===== config.mk =====
export PLATFORM = sky130hd
export DESIGN_NAME = zion_en_dff_pipe
export DESIGN_NICKNAME = d
export VERILOG_FILES = /design/src/rtl/zion_en_dff_pipe.sv
export SDC_FILE = /design/constraint.sdc
export NUM_CORES = 1
export LEC_CHECK = 0
export ABC_AREA = 1
export CORE_MARGIN = 5
export CORE_UTILIZATION = 46
export CTS_CLUSTER_DIAMETER = 200
export CTS_CLUSTER_SIZE = 40
export DETAILED_ROUTE_END_ITERATION = 7
export PLACE_DENSITY = 0.76
export REMOVE_ABC_BUFFERS = 1
export SYNTH_ARGS = -nofsm -noshare
export SYNTH_HDL_FRONTEND = slang
export SYNTH_SLANG_ARGS = --single-unit

===== constraint.sdc =====
create_clock -name clk -period 1.25 [get_ports clk]
set_clock_uncertainty 0.15 [all_clocks]
set_input_delay 0.1875 -clock clk [delete_from_list [all_inputs] [get_ports clk]]
set_output_delay 0.1875 -clock clk [all_outputs]
set_load 0.02 [all_outputs]

===== src/rtl/zion_en_dff_pipe.sv =====
// DEPTH-stage elastic pipeline register with valid/ready handshake, global hold enable,
// synchronous flush and programmable init value. Optional occupancy counter: ZION_EN_DFF_PIPE_CNT_EN.
module zion_en_dff_pipe #(
  parameter int                  WIDTH_IN  = 8,
  parameter int                  WIDTH_OUT = 8,
  parameter int                  DEPTH     = 2,
  parameter logic [WIDTH_IN-1:0] INI_DATA  = '0
) (
  input  logic                 clk,
  input  logic                 rst,
  input  logic                 iEn,
  input  logic                 iClr,
  input  logic                 iVld,
  output logic                 oRdy,
  input  logic [WIDTH_IN-1:0]  iDat,
  output logic                 oVld,
  input  logic                 iRdy,
  output logic [WIDTH_OUT-1:0] oDat
`ifdef ZION_EN_DFF_PIPE_CNT_EN
  ,
  output logic [$clog2(DEPTH+1)-1:0] oCnt
`endif
);

  if (WIDTH_IN != WIDTH_OUT || DEPTH < 1) begin : g_param_err
`ifdef CHECK_ERR_EXIT
    $fatal(1, "zion_en_dff_pipe: illegal parameters WIDTH_IN=%0d WIDTH_OUT=%0d DEPTH=%0d",
           WIDTH_IN, WIDTH_OUT, DEPTH);
`else
    $error("zion_en_dff_pipe: illegal parameters WIDTH_IN=%0d WIDTH_OUT=%0d DEPTH=%0d",
           WIDTH_IN, WIDTH_OUT, DEPTH);
`endif
  end

  logic [DEPTH-1:0]    vld_q;
  logic [DEPTH-1:0]    vld_d;
  logic [WIDTH_IN-1:0] dat_q [DEPTH];
  logic [WIDTH_IN-1:0] dat_d [DEPTH];
  logic [DEPTH:0]      rdy;
  logic                slack;

  // A stage is ready when any stage from it to the output is empty or the consumer
  // takes a beat; this is the unrolled form of rdy[i] = iEn & (!vld[i] | rdy[i+1]).
  always_comb begin
    slack      = iRdy;
    rdy[DEPTH] = iRdy & iEn;
    for (int i = DEPTH - 1; i >= 0; i--) begin
      slack  = slack | ~vld_q[i];
      rdy[i] = iEn & slack;
    end
  end

  assign oRdy = rdy[0] & ~iClr;
  assign oVld = vld_q[DEPTH-1] & iEn;
  assign oDat = dat_q[DEPTH-1];

  // Data only moves with a valid beat so empty slots do not toggle the data registers.
  always_comb begin
    vld_d = vld_q;
    for (int i = 0; i < DEPTH; i++) begin
      dat_d[i] = dat_q[i];
    end
    if (iClr) begin
      vld_d = '0;
      for (int i = 0; i < DEPTH; i++) begin
        dat_d[i] = INI_DATA;
      end
    end else begin
      if (rdy[0]) begin
        vld_d[0] = iVld;
        if (iVld) begin
          dat_d[0] = iDat;
        end
      end
      for (int i = 1; i < DEPTH; i++) begin
        if (rdy[i]) begin
          vld_d[i] = vld_q[i-1];
          if (vld_q[i-1]) begin
            dat_d[i] = dat_q[i-1];
          end
        end
      end
    end
  end

  always_ff @(posedge clk) begin
    if (rst) begin
      vld_q <= '0;
      for (int i = 0; i < DEPTH; i++) begin
        dat_q[i] <= INI_DATA;
      end
    end else begin
      vld_q <= vld_d;
      for (int i = 0; i < DEPTH; i++) begin
        dat_q[i] <= dat_d[i];
      end
    end
  end

`ifdef ZION_EN_DFF_PIPE_CNT_EN
  localparam int CW = $clog2(DEPTH + 1);

  logic [CW-1:0] cnt_q;
  logic [CW-1:0] cnt_d;
  logic          cntUp;
  logic          cntDn;

  // Both handshakes are gated by iEn, so the count holds while frozen.
  assign cntUp = iVld & oRdy;
  assign cntDn = oVld & iRdy;

  always_comb begin
    cnt_d = cnt_q;
    if (iClr) begin
      cnt_d = '0;
    end else if (cntUp && !cntDn) begin
      cnt_d = cnt_q + CW'(1);
    end else if (cntDn && !cntUp) begin
      cnt_d = cnt_q - CW'(1);
    end
  end

  always_ff @(posedge clk) begin
    if (rst) begin
      cnt_q <= '0;
    end else begin
      cnt_q <= cnt_d;
    end
  end

  assign oCnt = cnt_q;
`endif

endmodule


==> results by stage <==
Synthesis:
- The share of synthesized area in the top cell type comes to between 30% and 40%.
- By area the synthesized netlist is led by sky130_fd_sc_hd__dfxtp_1, sky130_fd_sc_hd__nand2_1, sky130_fd_sc_hd__nand4_1.
- The flip-flop and latch count after synthesis is 18.
- The library cell with the largest summed area after synthesis is sky130_fd_sc_hd__dfxtp_1.
- The mapped cell area is between 900 and 1000 µm².
- The Yosys step of the flow raised 0 warnings.
- The portion of the post-synthesis area used by sequential elements is 39.6%.
- Synthesis handed over a netlist of between 100 and 150 instances.
- The number of different library cells used by synthesis comes to 13.
- Averaged over all synthesized cells, the footprint is 7.22 µm².

Floorplan:
- Measured along the y axis, the die boundary spans 54.5 µm.
- The area enclosed by the die boundary is 2970 µm².
- The area of the core is 1920 µm².
- The row count is 16.
- The die is 54.5 µm wide.
- Once the floorplan was initialized, standard cells occupied 47.3% of the core.
- 24 I/O pins were placed.

Critical path:
- The largest delay contributor family on the critical path is flip-flops.
- The data arrival time at the worst-slack endpoint is 1.00 ns.
- The worst setup path is captured at an output pin.
- The longest individual stage delay on the worst path is about 0.35 ns.
- The element type at the critical path start is a flip-flop.
- The maximum net fanout on the critical path is 2.
- Together, buffers and inverters on the worst path number 1.
- The standard cell with the maximum stage delay on the critical path is sky130_fd_sc_hd__dfxtp_2.
- Traced cell by cell, the critical path runs through nand3_4, nand2_1, nor2_1, buf_4.
- The required time of the worst setup path is 0.91 ns.
- The critical path class is flip-flop to output pin.

Power and ir drop:
- The overall power consumption is 1.09 mW.
- In this run the power density over the cells is about 920 nW/µm².
- In this run the static leakage power is 0.550 nW.
- Across the VDD grid, the largest voltage drop is 0.000351 V.

Routing:
- The average vias per placed instance is 4.63.
- After detailed routing, the number of remaining DRC violations is 0.
- The total number of vias is around 840.
- The average detailed-routed wire length per instance is ~11 µm.
- The violation count after the first detailed-routing iteration is 16.
- The number of search-and-repair iterations in the first detailed-routing pass is 4.
- The remaining antenna violation count after routing is 0.
- Summed over all layers, the routed wires come to 1910 µm.

STA:
- The setup slack after layout is -0.0885 ns.
- In the finished design, the share of the clock period the worst path needs comes to 107%.
- The worst-margin pin slew is 0.222 ns.
- Setup violations remaining at the end of the flow were counted as 1.
- Setup repair after global routing could not meet its margin everywhere.
- The max-slew violation total from the final report was 0.
- Derived from the worst setup path, the maximum achievable clock frequency is 747 MHz.
- The post-layout minimum cycle time is 1.34 ns.
- The worst pin sits at a relative slew slack of around 85%.
- The number of hold violations in the final report is 0.
- Setup total negative slack on the finished layout was measured at -0.0885 ns.

GRT:
- The via count of the first global-routing pass was 736.
- Entering global routing, the biggest net connects 13 pins.
- Global routing used 13.2% of the available tracks across all layers.
- For this run the aggregate overflow at the end of global routing stands at 0.
- The initial antenna violation count is 0.
- The wire length of the first global-routing pass is 2890 µm.

Placed design:
- Buffers placed on the I/O ports in this run total 23.
- Routability-driven placement finished with a final weighted congestion of 0.744.
- The post-placement worst setup slack is -0.632 ns.
- The HPWL after detailed placement is 1370 µm.

Outcome:
- The run finished, with violations left.
- The checks that failed: setup timing.

CTS:
- The CTS tree is done.
- The buffer type at the clock tree root is sky130_fd_sc_hd__clkbuf_4.
- The H-tree depth reported by CTS is 1.
- The hold buffer count at cts is 0.
- The maximum number of buffers from clock root to sink is 2.
- The TritonCTS sink count is 18.
- The later pin in the worst-skew pair is clocked with a latency of 0.29 ns.
- The post-CTS clock slew at the launch and capture registers of the worst setup and hold paths is 0.10 ns.
- The number of clock buffers added by TritonCTS is 3.

Cells and area:
- The commonest non-fill, non-tap cell in the layout is sky130_fd_sc_hd__nand2_1.
- For this run, the post-layout net count is ~170.
- Leaving out fill and tap cells, the most frequent cells in the layout are sky130_fd_sc_hd__nand2_1, sky130_fd_sc_hd__inv_1, sky130_fd_sc_hd__nand4_1, sky130_fd_sc_hd__dfxtp_1, sky130_fd_sc_hd__buf_4.
- 0 antenna diodes ended up in the layout.
- Relative to the synthesized area, the layout overhead comes to 30.7%.
- The layout cell share with drive strength beyond 1 is 23.4%.
- Fill cells in the final layout number 189.

Hold path:
- In this run the worst hold path is classified as flip-flop to flip-flop.

Run:
- Max-cap violations in this run came to 0.
state kept, by name (all words and copies together), names as in the netlist:
register  flops
dat_q        16
vld_q         2
path summary, 6_finish.rpt:
| check | start | endpoint | slack, ns | cells past startpoint |
|---|---|---|---|---|
| hold / removal | dat_q[0][11]$_SDFFE_PP0P_ | dat_q[0][11]$_SDFFE_PP0P_ | 0.31 | 2 |
| setup reg to reg | vld_q[1]$_SDFFE_PP0P_ | dat_q[0][8]$_SDFFE_PP0P_ | 0.08 | 5 |
| setup / recovery | vld_q[0]$_SDFFE_PP0P_ | oRdy | -0.09 | 4 |
| hold reg to reg | dat_q[0][11]$_SDFFE_PP0P_ | dat_q[0][11]$_SDFFE_PP0P_ | 0.31 | 2 |
through the flow:
stage / instance area, µm² / instances / util [%] / hold WS [ns]
2_1_floorplan: 825 / 114 / - / 0.211
3_3_place_gp: 1160 / 173 / 60.2 / 0.300
3_5_place_dp: 1160 / 173 / 60.2 / 0.301
4_1_cts: 1210 / 179 / 63.2 / 0.317
5_1_grt: 1190 / 181 / 61.8 / 0.332
6_report: 1190 / 181 / 61.8 / 0.313
cell families after synthesis:
group                  synth area share (%)
AND/OR/NAND/NOR                        34.4
buffers and inverters                  20.5
flip-flops                             39.6
AO/OA/AOI/OAI                          5.50
layout make-up:
type / instances / area [µm²] / share of cell area, %
well taps: 27 / 33.8 / 2.84
clock buffers: 4 / 36.3 / 3.05
repair buffers: 34 / 269 / 22.6
flip-flops and latches: 18 / 365 / 30.7
inverters: 27 / 101 / 8.53
multi-input cells: 71 / 383 / 32.2
layer usage:
layer	global-route usage, %	routed length [µm]	vias up
li1	-	-	449
met1	16.6	903	359
met2	22.1	877	26
met3	1.63	91	4
met4	6.22	34	0
met5	0	0	-
where the power goes:
part           total (mW)  leakage, nW  switching, mW  internal [mW]
combinational       0.155        0.382         0.0771         0.0783
sequential          0.588        0.147        0.00599          0.582
clock               0.351       0.0210          0.174          0.177
tightest hold or removal path: cells and delay by family, from the launching register on:
kind,cells,cell delay [ns]
AOI/OAI and AO/OA,1,0.05
DFF,1,0.32
and+or+nand+nor,1,0.06
repair_timing:
item | CTS | global route
pin swaps | 2 | 2
resized for setup | 40 | 9
setup endpoints to repair | 17 | 13
hold endpoints to repair | 0 | 0
gates cloned | 0 | 2
setup buffers | 2 | 0
cells in the mapped netlist, drive strengths merged:
master  count
nand4      16
inv        27
nand3       3
a21oi      10
clkbuf      1
nand2      30
dfxtp      18
buf        11
nor2       10
(Power assumes the default switching activity.)
==> patch 1, RTL diff (same settings) <==
Set the parameter `DEPTH` to 4 (it was 2).
--- a/src/rtl/zion_en_dff_pipe.sv
+++ b/src/rtl/zion_en_dff_pipe.sv
@@ -3,7 +3,7 @@
 module zion_en_dff_pipe #(
   parameter int                  WIDTH_IN  = 8,
   parameter int                  WIDTH_OUT = 8,
-  parameter int                  DEPTH     = 2,
+  parameter int                  DEPTH     = 4,
   parameter logic [WIDTH_IN-1:0] INI_DATA  = '0
 ) (
   input  logic                 clk,
Formal check against the unedited RTL: not equivalent (a bounded check fails within 4 cycles, from zero or initial values).
==> patch 1 against the original RTL <==
The run still ends with negative setup slack left. Synthesized cell count up 54%. Worst setup slack worse by 0.20 ns. Sequential cell count up 18. Count of clock-buffer cells in the layout up 2. Area after synthesis up 72%. Routed wire length up 89%. Combinational power up 74%. Worst hold slack worse by 0.019 ns. Design area up 93%. Power up 110%. Critical path type is now input port to primary output. Largest power group unchanged.
==> patch 1: results (changes against the original RTL) <==
Initial DRC Count=63 (+47); post-synthesis sequential area ratio=0.461 (+0.0647); Skew-Pair Late Insertion Delay=0.34 ns (+0.05 ns); violated checks=negative setup slack; biggest regs=dat_q (32), vld_q (4); nets=245 (+45%); first-pass GRT wire length=5.79 mm (+100%); Placement Cell Area=0.00186 mm2 (+61%); Total GRT Usage=0.169 (+0.0376); CP max FO=2 (unchanged); vias in the first global route=1248 (+70%); post-DP HPWL=1.93 mm (+41%); FF-to-FF End=dat_q[0][2]; final WL=3.60 mm (+89%); Slew Limit Fails=0 (unchanged); fraction of layout cells with a size suffix above 1=0.461 (+0.227); Root Driver=clkbuf_4; IO Port Bufs=23 (unchanged); r2r setup slk=-0.24 ns (-0.32 ns); Vias=1401 (+67%); Final setup violation count=31 (+30); Num CTS Buffers=5 (+2); # diodes=0 (unchanged); drt first pass iters=4 (unchanged); total net switching power=541 uW (+110%); worst min-delay path class=flip-flop to flip-flop; initial antenna violation count=0 (unchanged); LEAKAGE=0.000849 uW (+54%); Final WS setup=-0.293 ns (-0.204 ns); Place WS=-0.796 ns (-0.165 ns); Worst Reg-to-Reg Cells=7 (+2); top cells by area, synth=dfxtp_1, a21oi_1, inv_1; Fin. Hold Viols=0 (unchanged); relative slew slack=0.673 (-0.178); status=finished with violations; Hold Path End=dat_q[0][31]; Post-synth top cells=dfxtp_1, a21oi_1, inv_1, nand2_1, o21ai_0; GPL Wtd Cong=0.829 (+11%); largest net degree at the start of global routing=18 (+5); Netlist cell types=21 (+8); worst vdd ir=487 uV (+39%); Max Root-Sink Buffers=2 (unchanged); Worst Min Path Start=dat_q[0][31]; H-tree Lvls=2 (+1); Hold Crit Depth=2 (unchanged)
patch 1: power by group through the flow:
stage          clock [uW]  sequential [uW]  combinational, uW
6_report              806             1170                270
2_1_floorplan           0             1200               99.1
5_1_grt               862             1170                294
3_3_place_gp            0             1200                205
3_5_place_dp            0             1200                209
4_1_cts               815             1170                240
patch 1: worst max path at each step:
stage / from / endpoint / slack (ns) / depth (start not counted)
5_1_grt: iRdy / oRdy / -0.34 / 6
3_3_place_gp: iEn / oRdy / -0.78 / 5
3_5_place_dp: iEn / oRdy / -0.80 / 5
4_1_cts: vld_q[0] / oRdy / -0.26 / 3
2_1_floorplan: iClr / dat_q[0][10] / -0.32 / 3
6_report: iRdy / oRdy / -0.29 / 6
patch 1: kinds of logic (layout without fill, tap and decap cells):
group	Yosys count	after routing	share of synthesized area
and+or+nand+nor	57	59	0.191
AOI/OAI and AO/OA	54	54	0.194
buffers and inverters	47	83	0.154
DFF	36	36	0.461
patch 1: metal layers:
layer | up-vias | part of all wire | GRT usage
met1 | 652 | 0.41 | 0.184
met5 | - | 0 | 0
met4 | 0 | 0.024 | 0.0968
met2 | 32 | 0.51 | 0.288
met3 | 7 | 0.053 | 0.0542
li1 | 710 | - | -
patch 1: stage by stage:
step                hold slack (ns)  TNS (ns)  cells
floorplan                     0.177     -6.38    175
global placement              0.277    -15.38    260
detailed placement            0.281    -16.27    260
CTS                           0.296    -0.807    274
global route                  0.310     -4.72    278
finish                        0.294     -3.03    278
patch 1: area by class of cell:
type,instances,area (um2)
clock buffer,6,41.3
clock inverter,2,35.0
fill,262,1020
inverter,28,105
multi-input combinational,113,872
sequential,36,728
tap,46,57.6
timing repair buffer,47,454
patch 1: critical path: stages:
cell	delay, ns
clkdlybuf4s50_1	0.46
inv_1	0.09
nand4_4	0.12
nand2_2	0.07
a21oi_2	0.13
buf_4	0.15
patch 1: timing repair:
item                                    CTS  global route
setup buffers                             1             6
hold buffers                              0             0
gates resized for setup                  94            48
gates cloned                              5             0
endpoints found under the setup margin   37            40
pin swaps                                10            13
==> patch 2, RTL diff (same flow settings) <==
Without the edit above. Add a define of `ZION_EN_DFF_PIPE_CNT_EN`.
--- a/src/rtl/zion_en_dff_pipe.sv
+++ b/src/rtl/zion_en_dff_pipe.sv
@@ -1,5 +1,7 @@
 // DEPTH-stage elastic pipeline register with valid/ready handshake, global hold enable,
 // synchronous flush and programmable init value. Optional occupancy counter: ZION_EN_DFF_PIPE_CNT_EN.
+`define ZION_EN_DFF_PIPE_CNT_EN
+
 module zion_en_dff_pipe #(
   parameter int                  WIDTH_IN  = 8,
   parameter int                  WIDTH_OUT = 8,
Check against the original RTL (old outputs only; new: oCnt): equivalent (equiv_simple and equiv_induct, registers matched by name and starting in step).
==> patch 2 against the original RTL <==
Non-clock buffer count increased by 3. The run still ends with negative setup slack left. Routed wire length is 11% higher. Worst setup slack got worse by 0.097 ns. Utilization decreased by 0.084 points. Power up 10%. Largest power group unchanged. Sequential cell count rose by 2. Area after synthesis increased by 13%. Largest cell class unchanged. Design area up 13%. Synthesized cell count is 15% higher. Highest routed layer unchanged.
==> patch 2: results (changes against the original RTL) <==
# diodes=0 (unchanged); worst min-delay path class=flip-flop to flip-flop; initial antenna violation count=0 (unchanged); delay of the slowest critical-path stage=0.38 ns (+0.03 ns); FF-to-FF End=oCnt[1]; total net switching power=296 uW (+15%); CP max FO=3 (+1); Root Driver=clkbuf_4; H-tree Lvls=1 (unchanged); CP top delay family=simple AND/OR/NAND/NOR gates; nets=189 (+12%); ys async rst share=0 (unchanged); Crit Path Category=flip-flop to flip-flop; Vias=949 (+13%); LEAKAGE=0.000608 uW (+11%); Num CTS Buffers=3 (unchanged); CP startpoint=vld_q[1]; Initial DRC Count=23 (+7); vias in the first global route=845 (+15%); placed cells=196 (+13%); Placement Cell Area=0.00130 mm2 (+13%); largest net degree at the start of global routing=19 (+6); Final setup violation count=4 (+3); Worst Path Arrival=1.49 ns (+0.49 ns); GPL Wtd Cong=0.788 (+5.9%); final WL=2.12 mm (+11%); worst vdd ir=647 uV (+84%); status=finished with violations; top cells by area, synth=dfxtp_1, nand2_1, inv_1; Netlist cell types=15 (+2); Largest register FFs=16 (unchanged); Syn Area/Cell=7.08 um2 (-1.9%); post-DP HPWL=1.59 mm (+16%); Largest Register=dat_q; post-synthesis sequential area ratio=0.390 (-0.00638); Worst-path clk slew=0.11 ns; fraction of layout cells with a size suffix above 1=0.249 (+0.0148); first-pass GRT wire length=3.53 mm (+22%); Max Root-Sink Buffers=2 (unchanged); antenna-violating nets left=0 (unchanged); Final WS setup=-0.185 ns (-0.0969 ns); Worst Reg-to-Reg Cells=9 (+4); GRT Residual Overflow=0 (unchanged); Total GRT Usage=0.134 (+0.00191); Yosys Warn Count=0 (unchanged); slowest stage cell on the critical path=dfxtp_4; Main synth FF type=dfxtp_1; violated checks=negative setup slack; Post-synth top cells=nand2_1, inv_1, dfxtp_1, nand4_1, nor2_1; Worst Tran Pin Value=0.205 ns (-0.0167 ns); Skew-Pair Late Insertion Delay=0.30 ns; Finished Layout Cells=201 (+11%); IO Port Bufs=25 (+8.7%); drt first pass iters=4 (unchanged)
-- patch 2: changes by cell type after synthesis, sizes merged --
cell	delta
a21oi	+1
buf	+1
clkinv	+1
dfxtp	+2
ha	+1
inv	+3
nand2	+5
nand3	+1
nor2	+3
o21ai	+1
-- patch 2: repair_timing --
| item | in CTS | in global routing |
|---|---|---|
| hold endpoints to repair | 0 | 0 |
| pin swaps | 4 | 3 |
| endpoints found under the setup margin | 16 | 12 |
| gates cloned | 0 | 0 |
| gates resized for setup | 53 | 17 |
| buffers inserted | 1 | 0 |
-- patch 2: layer usage --
layer / track usage / vias to the layer above / routed length [um]
li1: - / 501 / -
met1: 0.176 / 427 / 975
met2: 0.220 / 19 / 1070
met3: 0.0204 / 2 / 52
met4: 0.0497 / 0 / 25
met5: 0 / - / 0
-- patch 2: worst min-delay path, cell delays in order (launching register included) --
cell and delay [ns]:
dfxtp_1 0.32, nand2_1 0.06, a21oi_1 0.05
-- patch 2: cell type report --
class                           instances  area (um2)
Clock buffer                            4        36.3
Fill cell                             215         830
Inverter                               31         119
Multi-Input combinational cell         81         454
Sequential cell                        20         405
Tap cell                               28        35.0
Timing Repair Buffer                   37         290
-- patch 2: power by group through the flow --
stage	combinational, uW	clock [uW]	sequential (uW)
final	173	376	655
after global routing	192	413	656
after CTS	165	381	656
after detailed placement	165	0	670
after global placement	161	0	670
after floorplan	66.7	0	673
-- patch 2: kinds of logic after synthesis --
group | Yosys count | share of synthesized area
AOI/OAI and AO/OA | 12 | 0.0585
adders and majority gates | 1 | 0.0122
buffers and inverters | 44 | 0.203
DFF | 20 | 0.390
and+or+nand+nor | 68 | 0.336
-- patch 2: worst min-delay path by stage --
stage | from | to | slack (ns) | cells after the start
2_1_floorplan | iEn | dat_q[0][10] | 0.21 | 2
5_1_grt | dat_q[0][8] | dat_q[0][8] | 0.35 | 2
4_1_cts | dat_q[0][10] | dat_q[0][10] | 0.32 | 2
6_report | dat_q[0][10] | dat_q[0][10] | 0.32 | 2
3_3_place_gp | dat_q[0][13] | dat_q[0][13] | 0.30 | 2
3_5_place_dp | dat_q[0][10] | dat_q[0][10] | 0.31 | 2
-- patch 2: stage by stage --
stage	setup TNS [ns]	setup slack, ns
final	-0.485	-0.185
after global routing	-0.830	-0.288
after CTS	-0.547	-0.227
after detailed placement	-7.90	-0.661
after global placement	-7.53	-0.620
after floorplan	-1.01	-0.455
